### config.mk
export PLATFORM = sky130hd
export DESIGN_NAME = uart_tx
export DESIGN_NICKNAME = d
export VERILOG_FILES = /design/src/rtl/uart_pkg.sv /design/src/rtl/uart_baud.sv /design/src/rtl/uart_tx.sv
export SDC_FILE = /design/constraint.sdc
export NUM_CORES = 1
export LEC_CHECK = 0
export BUFFER_PORTS_ARGS = -buffer_cell sky130_fd_sc_hd__buf_4
export CORE_UTILIZATION = 25
export CTS_CLUSTER_SIZE = 14
export DETAILED_ROUTE_END_ITERATION = 8
export PLACE_DENSITY_LB_ADDON = 0.05
export SETUP_SLACK_MARGIN = 0.5
export SLEW_MARGIN = 20
export SYNTH_ARGS = -nofsm -noshare
export SYNTH_HDL_FRONTEND = slang
export SYNTH_SLANG_ARGS = --single-unit
export TNS_END_PERCENT = 5
### constraint.sdc
create_clock -name clk -period 2.41 [get_ports clk]
set_input_delay 0.3615 -clock clk [delete_from_list [all_inputs] [get_ports clk]]
set_output_delay 0.3615 -clock clk [all_outputs]
set_load 0.005 [all_outputs]
### src/rtl/uart_pkg.sv
// Shared UART definitions: parity type constants, frame width helper,
// FSM state encoding and the parity calculation used by the transmitter.
package uart_pkg;

   // Parity type codes, compared against the 32-bit PT parameter
   localparam logic [31:0] PT_NONE = "NONE";
   localparam logic [31:0] PT_EVEN = "EVEN";
   localparam logic [31:0] PT_ODD  = {8'h00, "ODD"};

   // Frame states, shared by transmitter and receiver
   typedef enum logic [2:0] {
      ST_IDLE   = 3'd0,
      ST_START  = 3'd1,
      ST_DATA   = 3'd2,
      ST_PARITY = 3'd3,
      ST_STOP   = 3'd4
   } uart_state_e;

   // Total frame length in bits: start + data + optional parity + stop bits
   function automatic int unsigned uart_tw(input int unsigned dw,
                                           input logic [31:0]  pt,
                                           input int unsigned sw);
      int unsigned par;
      if (pt != PT_NONE) begin
         par = 32'd1;
      end else begin
         par = 32'd0;
      end
      return 32'd1 + dw + par + sw;
   endfunction

   // Parity over up to 16 data bits (unused upper bits must be zero);
   // odd=1 inverts the XOR so the total count of ones becomes odd
   function automatic logic uart_parity(input logic [15:0] data,
                                        input logic        odd);
      return (^data) ^ odd;
   endfunction

endpackage

### src/rtl/uart_baud.sv
// Baud-rate divider: down-counter that reloads BN-1 on load and flags the
// last cycle of each bit period with tick while enabled.
module uart_baud #(
   parameter int BN = 2,
   parameter int BL = $clog2(BN)
) (
   input  logic clk,
   input  logic rst,
   input  logic load,
   input  logic enable,
   output logic tick
);

   localparam logic [BL-1:0] RELOAD = BL'(BN - 1);

   logic [BL-1:0] cnt_q;
   logic [BL-1:0] cnt_d;

   // Next count: reload has priority, otherwise count down while enabled
   always_comb begin
      if (load) begin
         cnt_d = RELOAD;
      end else if (enable) begin
         cnt_d = cnt_q - BL'(1);
      end else begin
         cnt_d = cnt_q;
      end
   end

   // Counter register, parked at the reload value in reset
   always_ff @(posedge clk or posedge rst) begin
      if (rst) begin
         cnt_q <= RELOAD;
      end else begin
         cnt_q <= cnt_d;
      end
   end

   assign tick = enable & (cnt_q == {BL{1'b0}});

endmodule

### src/rtl/uart_tx.sv
// UART transmitter: accepts one character per IDLE visit from a valid/ready
// stream and serialises start, LSB-first data, optional parity and stop bits.
// The line register follows the FSM state with one cycle of latency.
module uart_tx
   import uart_pkg::*;
#(
   parameter int          DW = 8,
   parameter logic [31:0] PT = PT_NONE,
   parameter int          SW = 1,
   parameter int          BN = 2,
   parameter int          BL = $clog2(BN)
) (
   input  logic          clk,
   input  logic          rst,
   input  logic          str_tvalid,
   input  logic [DW-1:0] str_tdata,
   output logic          str_tready,
   output logic          busy,
   output logic          uart_txd
);

   localparam logic HAS_PAR = (PT != PT_NONE);
   localparam logic ODD_PAR = (PT == PT_ODD);

   uart_state_e   state_q, state_d;
   logic [DW-1:0] shreg_q, shreg_d;
   logic [3:0]    bitcnt_q, bitcnt_d;
   logic          par_q, par_d;
   logic          txd_q, txd_d;
   logic          busy_q, busy_d;
   logic          rdy_q, rdy_d;
   logic          xfer;
   logic          tick;
   logic          baud_load;
   logic          baud_en;

   assign xfer      = str_tvalid & rdy_q;
   assign baud_load = xfer | tick;
   assign baud_en   = (state_q != ST_IDLE);

   uart_baud #(
      .BN (BN),
      .BL (BL)
   ) u_baud (
      .clk    (clk),
      .rst    (rst),
      .load   (baud_load),
      .enable (baud_en),
      .tick   (tick)
   );

   // State and registered outputs; reset forces an idle, ready line at once
   always_ff @(posedge clk or posedge rst) begin
      if (rst) begin
         state_q  <= ST_IDLE;
         bitcnt_q <= 4'd0;
         par_q    <= 1'b0;
         txd_q    <= 1'b1;
         busy_q   <= 1'b0;
         rdy_q    <= 1'b1;
      end else begin
         state_q  <= state_d;
         bitcnt_q <= bitcnt_d;
         par_q    <= par_d;
         txd_q    <= txd_d;
         busy_q   <= busy_d;
         rdy_q    <= rdy_d;
      end
   end

   // Character shift register; its contents are don't-care until loaded
   always_ff @(posedge clk) begin
      shreg_q <= shreg_d;
   end

   // Next-state logic; every move happens on a bit boundary except leaving IDLE
   always_comb begin
      state_d = state_q;
      case (state_q)
         ST_IDLE: begin
            if (xfer) begin
               state_d = ST_START;
            end else begin
               state_d = ST_IDLE;
            end
         end
         ST_START: begin
            if (tick) begin
               state_d = ST_DATA;
            end else begin
               state_d = ST_START;
            end
         end
         ST_DATA: begin
            if (tick && (bitcnt_q == 4'd0)) begin
               state_d = HAS_PAR ? ST_PARITY : ST_STOP;
            end else begin
               state_d = ST_DATA;
            end
         end
         ST_PARITY: begin
            if (tick) begin
               state_d = ST_STOP;
            end else begin
               state_d = ST_PARITY;
            end
         end
         ST_STOP: begin
            if (tick && (bitcnt_q == 4'd0)) begin
               state_d = ST_IDLE;
            end else begin
               state_d = ST_STOP;
            end
         end
         default: begin
            state_d = ST_IDLE;
         end
      endcase
   end

   // Datapath: capture, per-bit shifting, remaining-bit count and parity
   always_comb begin
      shreg_d  = shreg_q;
      bitcnt_d = bitcnt_q;
      par_d    = par_q;
      case (state_q)
         ST_IDLE: begin
            if (xfer) begin
               shreg_d = str_tdata;
            end else begin
               shreg_d = shreg_q;
            end
         end
         ST_START: begin
            if (tick) begin
               bitcnt_d = 4'(DW - 1);
               par_d    = uart_parity(16'(shreg_q), ODD_PAR);
            end else begin
               bitcnt_d = bitcnt_q;
            end
         end
         ST_DATA: begin
            if (tick) begin
               shreg_d = shreg_q >> 1;
               if (bitcnt_q == 4'd0) begin
                  bitcnt_d = 4'(SW - 1);
               end else begin
                  bitcnt_d = bitcnt_q - 4'd1;
               end
            end else begin
               shreg_d = shreg_q;
            end
         end
         ST_PARITY: begin
            bitcnt_d = bitcnt_q;
         end
         ST_STOP: begin
            if (tick && (bitcnt_q != 4'd0)) begin
               bitcnt_d = bitcnt_q - 4'd1;
            end else begin
               bitcnt_d = bitcnt_q;
            end
         end
         default: begin
            bitcnt_d = 4'd0;
         end
      endcase
   end

   // Output decode: line level from the current state, flags from the next
   always_comb begin
      txd_d  = 1'b1;
      busy_d = (state_d != ST_IDLE);
      rdy_d  = (state_d == ST_IDLE);
      case (state_q)
         ST_IDLE:   txd_d = 1'b1;
         ST_START:  txd_d = 1'b0;
         ST_DATA:   txd_d = shreg_q[0];
         ST_PARITY: txd_d = par_q;
         ST_STOP:   txd_d = 1'b1;
         default:   txd_d = 1'b1;
      endcase
   end

   assign uart_txd   = txd_q;
   assign busy       = busy_q;
   assign str_tready = rdy_q;

endmodule

==> results of run 1 <==
==> cells by family (layout without fill, tap and decap cells) <==
group | after synthesis | count (layout) | synth area share (%)
compound gates | 25 | 25 | 14.78
xor+xnor | 9 | 9 | 6.653
fa+ha+maj | 2 | 2 | 2.112
buf+inv | 14 | 31 | 4.963
flops | 20 | 20 | 45.94
mux | 8 | 8 | 7.498
simple gates | 37 | 37 | 18.06
==> worst paths after layout <==
| kind | startpoint | to | slack [ns] | cells past startpoint |
|---|---|---|---|---|
| setup / recovery | bitcnt_q[1] | bitcnt_q[2] | 0.53 | 7 |
| hold / removal | rst | state_q[0] | 0.12 | 2 |
| setup reg to reg | bitcnt_q[1] | bitcnt_q[2] | 0.53 | 7 |
| hold reg to reg | str_tready | u_baud.cnt_q | 0.51 | 2 |
| max in group asynchronous | rst | state_q[2] | 1.93 | 2 |
| min in group clk | str_tvalid | u_baud.cnt_q | 0.34 | 3 |
==> power by group through the flow <==
stage / clock (mW) / sequential [mW] / combinational, mW
3_3_place_gp: 0 / 0.822 / 1.17
2_1_floorplan: 0 / 0.679 / 0.986
5_1_grt: 0.251 / 0.861 / 1.39
4_1_cts: 0.241 / 0.805 / 1.17
6_report: 0.232 / 0.826 / 1.24
3_5_place_dp: 0 / 0.811 / 1.16
==> per-stage QoR <==
step           std cells  setup slack (ns)
2_1_floorplan        115            0.5314
3_3_place_gp         176            0.5302
3_5_place_dp         176            0.4702
4_1_cts              180            0.5202
5_1_grt              184            0.4443
6_report             184            0.5287
==> cell type report <==
class                      instances  area share [%]
tap                               52           4.502
multi-input combinational         81           42.16
inverter                           6           1.558
clock buffer                       4           3.117
sequential                        20           37.75
timing repair buffer              21           10.91
==> cell usage in the layout (no fill, tap or decap), drive strengths merged, types with 3 or more instances in the layout <==
cell | Yosys | routed
inv | 6 | 6
nand2b | 3 | 3
edfxtp | 8 | 8
clkbuf | 2 | 4
nand2 | 9 | 9
nor2 | 4 | 4
mux2 | 7 | 7
o211ai | 3 | 3
buf | 6 | 21
dfrtp | 9 | 9
or3 | 3 | 3
a21oi | 7 | 7
xnor2 | 8 | 8
o21ai | 5 | 5
dfstp | 3 | 3
nor3 | 5 | 5
==> what timing repair did <==
| action | 4_1_cts | 5_1_grt |
|---|---|---|
| endpoints found under the setup margin | 1 | 3 |
| resized for setup | 1 | 6 |
| pin swaps | 0 | 1 |
| buffers inserted | 0 | 4 |
| endpoints found under the hold margin | 0 | 0 |
==> layer usage <==
layer	vias up	part of all wire [%]	track usage, %
li1	446	-	-
met1	432	46	14.27
met2	18	49	17.41
met3	7	3.8	2.422
met4	0	1.9	5.111
met5	-	0	0
==> registers in the layout (all words and copies together), names as in the netlist <==
register / flops
bitcnt_q: 4
busy: 1
par_q: 1
shreg_q: 8
state_q: 3
str_tready: 1
u_baud.cnt_q: 1
uart_txd: 1
==> out/summary.txt, run 1 <==
status -> complete, no violations
Core ar. -> 4444 µm²
Int Pwr -> 1.364 mW
Syn Inst Count -> 115
cts-stage hold buffer count -> 0
residual DRC count -> 0
Filler Cells Inserted -> 453
vias in the first global route -> 938
arrival time worst endpoint -> 2.03 ns
die width -> 70.85 µm
Worst-path clk slew -> 0.08 ns
Total GRT Usage -> 10.97%
final hold vios -> 0
CP max stage delay -> 0.43 ns
post-DR vias/cell -> 4.908
Sw Share -> 40.63%
Post-synth EDFFs -> 8
post-route ant nets -> 0
peak supply drop -> 0.5554 mV
Worst-Margin Slew -> 0.5657 ns
max-cap viol count -> 0
Tcrit/Tclk final -> 78.06%
first-pass GRT wire length -> 4340 µm
crit-path max FO -> 5
Clk pwr share -> 10.1%
Finished Core Util -> 32.52%
Final min period -> 1.881 ns
fraction of registers with async set/reset -> 60.00%
die height -> 70.85 µm
Placer Congestion -> 0.7539
Post-Route WL -> 2626 µm
critical path's top delay family -> simple AND/OR/NAND/NOR gates
Synth area leaders -> edfxtp_1, dfrtp_1, dfstp_2
row count -> 24
Flop pwr share -> 35.9%
slew margin rel. -> 62.28%
pins over their slew limit -> 0
Psw -> 933.6 µW
Synth top area share -> 20.27%
Clock Skews -> 0.001160 ns
RSZ-0062 raised after global routing -> yes
Synth cell types -> 41
final hold slack -> 0.1209 ns
DIE AREA -> 5019 µm²
syn_nets -> 128
largest net degree at the start of global routing -> 18
CP cell instances -> inv_2 > ha_1 > or3b_4 > buf_4 > a41oi_1 > nor2_1 > a211o_2
clock buffer depth -> 2
Max Fclk -> 531.5 MHz
fraction of layout instances using a drive strength above 1 -> 34.85%
slowest stage cell, crit path -> dfrtp_1
antenna diode count -> 0
CTS root buf -> clkbuf_8
H-tree Lvls -> 1
area delta synth->final -> 21.96%
static leakage -> 0.5594 nW
drt first pass iters -> 4
clock sink total -> 20
largest area contributor in the netlist -> edfxtp_1
setup TNS -> 0 ns
total power -> 2.298 mW
syn_area_per_cell -> 10.30 µm²
Ports -> 14
post-placement cell area -> 1341 µm²
clock tree from TritonCTS -> done
PwrDens -> 1590 nW/µm²
worst min path class -> in2async
final layout net count -> 146
CP startpoint kind -> flip-flop
Post-synth top cells -> dfrtp_1, nand2_1, edfxtp_1, xnor2_1
1st-iter DRT viols -> 11
nature of the critical path endpoint -> flip-flop
initial core utilization -> 26.66%
FF+latch area -> 545.5 µm²
initial antenna violation count -> 0
Port Buffers -> 13
Skew-Pair Late Insertion Delay -> 0.26 ns
vias -> 903
post-route cell area -> 1445 µm²
combinational fraction of design power -> 54.0%
CTS buffer count -> 3
HPWL Detailed -> 1803 µm
register bit total from synthesis -> 20
crit path kind -> reg2reg
Multi-input gate area -> 609.3 µm²
wire per inst -> 14.27 µm
Syn. warnings -> 0
sequential fraction of the synthesis area -> 45.93%
WP data required -> 2.56 ns
synthesized cell area -> 1185 µm²
final setup violation count -> 0
Main synth FF type -> dfrtp_1
buffers and inverters on the worst path -> 2
gr ovfl total -> 0
No activity file was read; power rests on OpenSTA's default activity.
==> run 2, diff against run 1 <==
clock period = 1.6 ns   (was 2.41 ns; I/O delays follow)
==> out/summary.txt, run 2 (same netlist as run 1, synthesis figures left out) <==
status -> complete, but fails checks
violated checks -> negative setup slack
cts-stage hold buffer count -> 0
clock sink total -> 20
Largest Register -> shreg_q
final hold slack -> 0.01825 ns
vias in the first global route -> 966
commonest cells after routing, fill and taps aside -> buf_4, xnor2_1, dfrtp_1, edfxtp_1
DP Cell Count -> 193
Skew-Pair Late Insertion Delay -> 0.26 ns
Largest register FFs -> 8
initial core utilization -> 26.66%
post-placement cell area -> 1486 µm²
pins over their slew limit -> 0
nature of the critical path endpoint -> flip-flop
residual DRC count -> 0
Port Buffers -> 13
most common cell after layout, fill and taps aside -> buf_4
RSZ-0062 raised after global routing -> yes
first-pass GRT wire length -> 4602 µm
clock buffer depth -> 2
Psw -> 1.518 mW
HPWL Detailed -> 1963 µm
Finished Core Util -> 36.66%
static leakage -> 0.6496 nW
final layout net count -> 161
max-cap viol count -> 0
Final min period -> 1.732 ns
worst min path class -> in2async
PwrDens -> 2395 nW/µm²
non-filler cells, final -> 199
Worst-path clk slew -> 0.08 ns
area delta synth->final -> 37.49%
Placer Congestion -> 0.7772
Tcrit/Tclk final -> 108.2%
Total GRT Usage -> 11.74%
WP data required -> 1.74 ns
Worst Setup Slack, final -> -0.1316 ns
CP startpoint kind -> flip-flop
Flop pwr share -> 29.2%
die height -> 70.85 µm
1st-iter DRT viols -> 42
initial antenna violation count -> 0
die width -> 70.85 µm
post-route ant nets -> 0
combinational fraction of design power -> 62.1%
Worst-Margin Slew -> 0.5377 ns
Regs by FF count -> shreg_q: 8 flops, bitcnt_q: 4 flops, state_q: 3 flops
post-DR vias/cell -> 4.719
Sw Share -> 38.91%
vias -> 939
Core ar. -> 4444 µm²
crit-path max FO -> 3
gr ovfl total -> 0
clock tree from TritonCTS -> done
largest net degree at the start of global routing -> 18
crit path kind -> reg2reg
Post-Route WL -> 2708 µm
Int Pwr -> 2.384 mW
post-route cell area -> 1629 µm²
antenna diode count -> 0
arrival time worst endpoint -> 1.87 ns
H-tree Lvls -> 1
final setup violation count -> 13
CTS root buf -> clkbuf_8
drt first pass iters -> 4
Place WS -> -0.2563 ns
R2R setup slack -> -0.13 ns
Max Fclk -> 577.5 MHz
wire per inst -> 13.61 µm
fraction of layout instances using a drive strength above 1 -> 48.98%
row count -> 24
Clock Skews -> 0.004941 ns
DIE AREA -> 5019 µm²
peak supply drop -> 0.9160 mV
Ports -> 14
CTS buffer count -> 3
slew margin rel. -> 64.12%
final hold vios -> 0
Clk pwr share -> 8.7%
[run 2: changes by cell type in the layout (fill, tap and decap cells not counted), sizes merged]
| cell | before | now |
|---|---|---|
| clkinv | 0 | 1 |
| buf | 21 | 36 |
| clkbuf | 4 | 3 |
[run 2: final cells by class]
cell class	instances	area, µm²
fill	469	2815
multi-input combinational	81	656.9
sequential	20	545.5
timing repair buffer	36	294.0
tap	52	65.06
clock buffer	3	41.29
inverter	6	22.52
clock inverter	1	3.754
[run 2: layer usage]
layer | vias to the layer above | wire (µm) | share of wire, % | track usage [%]
li1 | 476 | - | - | -
met1 | 448 | 1406 | 52 | 16.98
met5 | - | 0 | 0 | 0
met2 | 11 | 1205 | 44 | 17.52
met4 | 0 | 33 | 1.2 | 4.222
met3 | 4 | 63 | 2.3 | 2.137
[run 2: stage by stage]
step                TNS, ns  power (mW)
CTS                 -0.7907       3.900
finish              -0.5643       3.902
floorplan            -1.238       2.523
global placement     -1.181       3.345
detailed placement   -1.445       3.325
global route         -1.746       4.231
[run 2: worst max-delay path, cell delays in order, from the launching register on]
cell     delay, ns
dfrtp_1       0.40
inv_2         0.08
ha_4          0.12
or3b_4        0.40
buf_6         0.14
nand3_2       0.07
a21oi_2       0.07
or3_1         0.34
[run 2: final timing paths]
path                              start    endpoint  depth (start not counted)
setup / recovery            bitcnt_q[0]        busy                          7
hold / removal                      rst  state_q[1]                          2
setup reg to reg            bitcnt_q[0]        busy                          7
hold reg to reg                   par_q       par_q                          2
max in group asynchronous           rst  state_q[0]                          2
min in group clk           str_tdata[7]  shreg_q[7]                          2
[run 2: what timing repair did]
item / CTS / global route
buffers inserted: 2 / 0
pin swaps: 9 / 6
gates resized for setup: 15 / 5
setup endpoints to repair: 30 / 30
[run 2: power by group through the flow]
stage | registers, mW | logic [mW] | clock network [mW]
final | 1.14 | 2.42 | 0.339
after global routing | 1.18 | 2.68 | 0.379
after global placement | 1.13 | 2.21 | 0
after CTS | 1.14 | 2.40 | 0.361
after detailed placement | 1.14 | 2.19 | 0
after floorplan | 1.03 | 1.50 | 0
==> run 3, diff against run 2 <==
BUFFER_PORTS_ARGS = -buffer_cell sky130_fd_sc_hd__buf_2   (was -buffer_cell sky130_fd_sc_hd__buf_4)
HOLD_SLACK_MARGIN = 0.03   (was not set)
==> out/summary.txt, run 3 (same netlist as run 1, synthesis figures left out) <==
Final min period -> 1.742 ns
Multi-input gate area -> 669.4 µm²
final layout net count -> 165
row count -> 24
Largest Register -> shreg_q
Port Buffers -> 13
Psw -> 1.589 mW
die width -> 70.85 µm
slew margin rel. -> 66.36%
CTS root buf -> clkbuf_8
status -> complete, but fails checks
pins over their slew limit -> 0
max-cap viol count -> 0
crit-path max FO -> 3
residual DRC count -> 0
nature of the critical path endpoint -> flip-flop
clock tree from TritonCTS -> done
total power -> 4.142 mW
fraction of layout instances using a drive strength above 1 -> 51.66%
peak supply drop -> 1.004 mV
1st-iter DRT viols -> 35
wire per inst -> 13.69 µm
final hold vios -> 0
DIE AREA -> 5019 µm²
antenna diode count -> 0
combinational fraction of design power -> 60.2%
Int Pwr -> 2.553 mW
Skew-Pair Late Insertion Delay -> 0.26 ns
Clk pwr share -> 12.5%
first-pass GRT wire length -> 4747 µm
Regs by FF count -> shreg_q: 8 flops, bitcnt_q: 4 flops, state_q: 3 flops
initial core utilization -> 26.66%
vias -> 936
H-tree Lvls -> 1
CP startpoint kind -> flip-flop
initial antenna violation count -> 0
static leakage -> 0.6674 nW
FF+latch area -> 545.5 µm²
post-route ant nets -> 0
gr ovfl total -> 0
Core ar. -> 4444 µm²
Sw Share -> 38.36%
violated checks -> negative setup slack
PwrDens -> 2508 nW/µm²
Worst Setup Slack, final -> -0.1417 ns
die height -> 70.85 µm
final setup violation count -> 5
Worst-path clk slew -> 0.08 ns
Ports -> 14
drt first pass iters -> 4
commonest cells after routing, fill and taps aside -> buf_4, buf_2, xnor2_1, dfrtp_1, edfxtp_1
Total GRT Usage -> 12.19%
Place WS -> -0.2466 ns
post-DR vias/cell -> 4.611
Post-Route WL -> 2780 µm
arrival time worst endpoint -> 1.92 ns
Filler Cells Inserted -> 468
Worst-Margin Slew -> 0.5040 ns
Placer Congestion -> 0.7224
largest net degree at the start of global routing -> 14
worst r2r path cells -> 4
HPWL Detailed -> 2004 µm
crit path kind -> reg2reg
clock sink total -> 20
most common cell after layout, fill and taps aside -> buf_4
worst hold stages -> 2
clock buffer depth -> 2
WP data required -> 1.78 ns
RSZ-0062 raised after global routing -> yes
Largest register FFs -> 8
Clock Skews -> 0.002787 ns
Max Fclk -> 574.2 MHz
Flop pwr share -> 27.3%
worst min path class -> in2reg
CTS buffer count -> 3
Tcrit/Tclk final -> 108.9%
area delta synth->final -> 39.39%
vias in the first global route -> 992
## run 3: cell types whose count changed in the layout (fill, tap and decap cells not counted), moves of 2 or more
cell	before	now
buf_2	0	13
buf_4	32	24
nor3_2	2	0
nor3_4	1	3
## run 3: area by class of cell
cell class              instances  share of cell area (%)
clock buffers                   3                   2.500
clock inverters                 1                   1.818
inverters                       6                   1.364
multi-input cells              81                   40.53
flip-flops and latches         20                   33.03
well taps                      52                   3.939
repair buffers                 40                   16.82
## run 3: routing by layer
metal | wire length (µm) | vias to the layer above | part of all wire, % | track usage [%]
met4 | 24 | 0 | 0.86 | 4.222
met1 | 1392 | 443 | 50 | 16.96
met5 | 0 | - | 0 | 0
met3 | 43 | 2 | 1.5 | 2.422
met2 | 1319 | 7 | 47 | 18.91
li1 | - | 484 | - | -
## run 3: worst max-delay path, stage by stage, from the launching register on
cell      delay [ns]
dfrtp_1         0.40
buf_4           0.15
or3_2           0.48
or4b_1          0.47
o211ai_1        0.17
## run 3: metrics by stage
| stage | instances | hold slack [ns] | util, % | setup TNS [ns] | instance area, µm² |
|---|---|---|---|---|---|
| floorplan | 115 | 0.1026 | - | -1.238 | 1190 |
| global placement | 194 | 0.2903 | 32.60 | -1.126 | 1449 |
| detailed placement | 194 | 0.3111 | 32.60 | -1.465 | 1449 |
| CTS | 203 | 0.2558 | 36.18 | -0.9638 | 1608 |
| global route | 203 | 0.2649 | 37.16 | -0.9882 | 1652 |
| finish | 203 | 0.2691 | 37.16 | -0.4787 | 1652 |
## run 3: repair_timing
item                                   in CTS  in global routing
hold buffers                                1                  0
gates resized for setup                    10                 11
setup endpoints to repair                  29                 30
pin swaps                                   8                  5
endpoints found under the hold margin       9                  0
buffers inserted                            4                  0
## run 3: worst paths after layout
path                               from  slack [ns]           to
max reg2reg                 bitcnt_q[0]       -0.14  bitcnt_q[3]
min reg2reg                       par_q        0.53        par_q
max                         bitcnt_q[0]       -0.14  bitcnt_q[3]
min in group asynchronous           rst        0.54   state_q[0]
min                        str_tdata[7]        0.27   shreg_q[7]
max in group asynchronous           rst        0.69   state_q[1]
## run 3: power groups by stage
stage	clock network (mW)	registers, mW	logic [mW]
floorplan	0	1.03	1.50
global placement	0	1.12	2.18
detailed placement	0	1.13	2.15
CTS	0.549	1.12	2.39
global route	0.564	1.18	2.74
finish	0.518	1.13	2.49
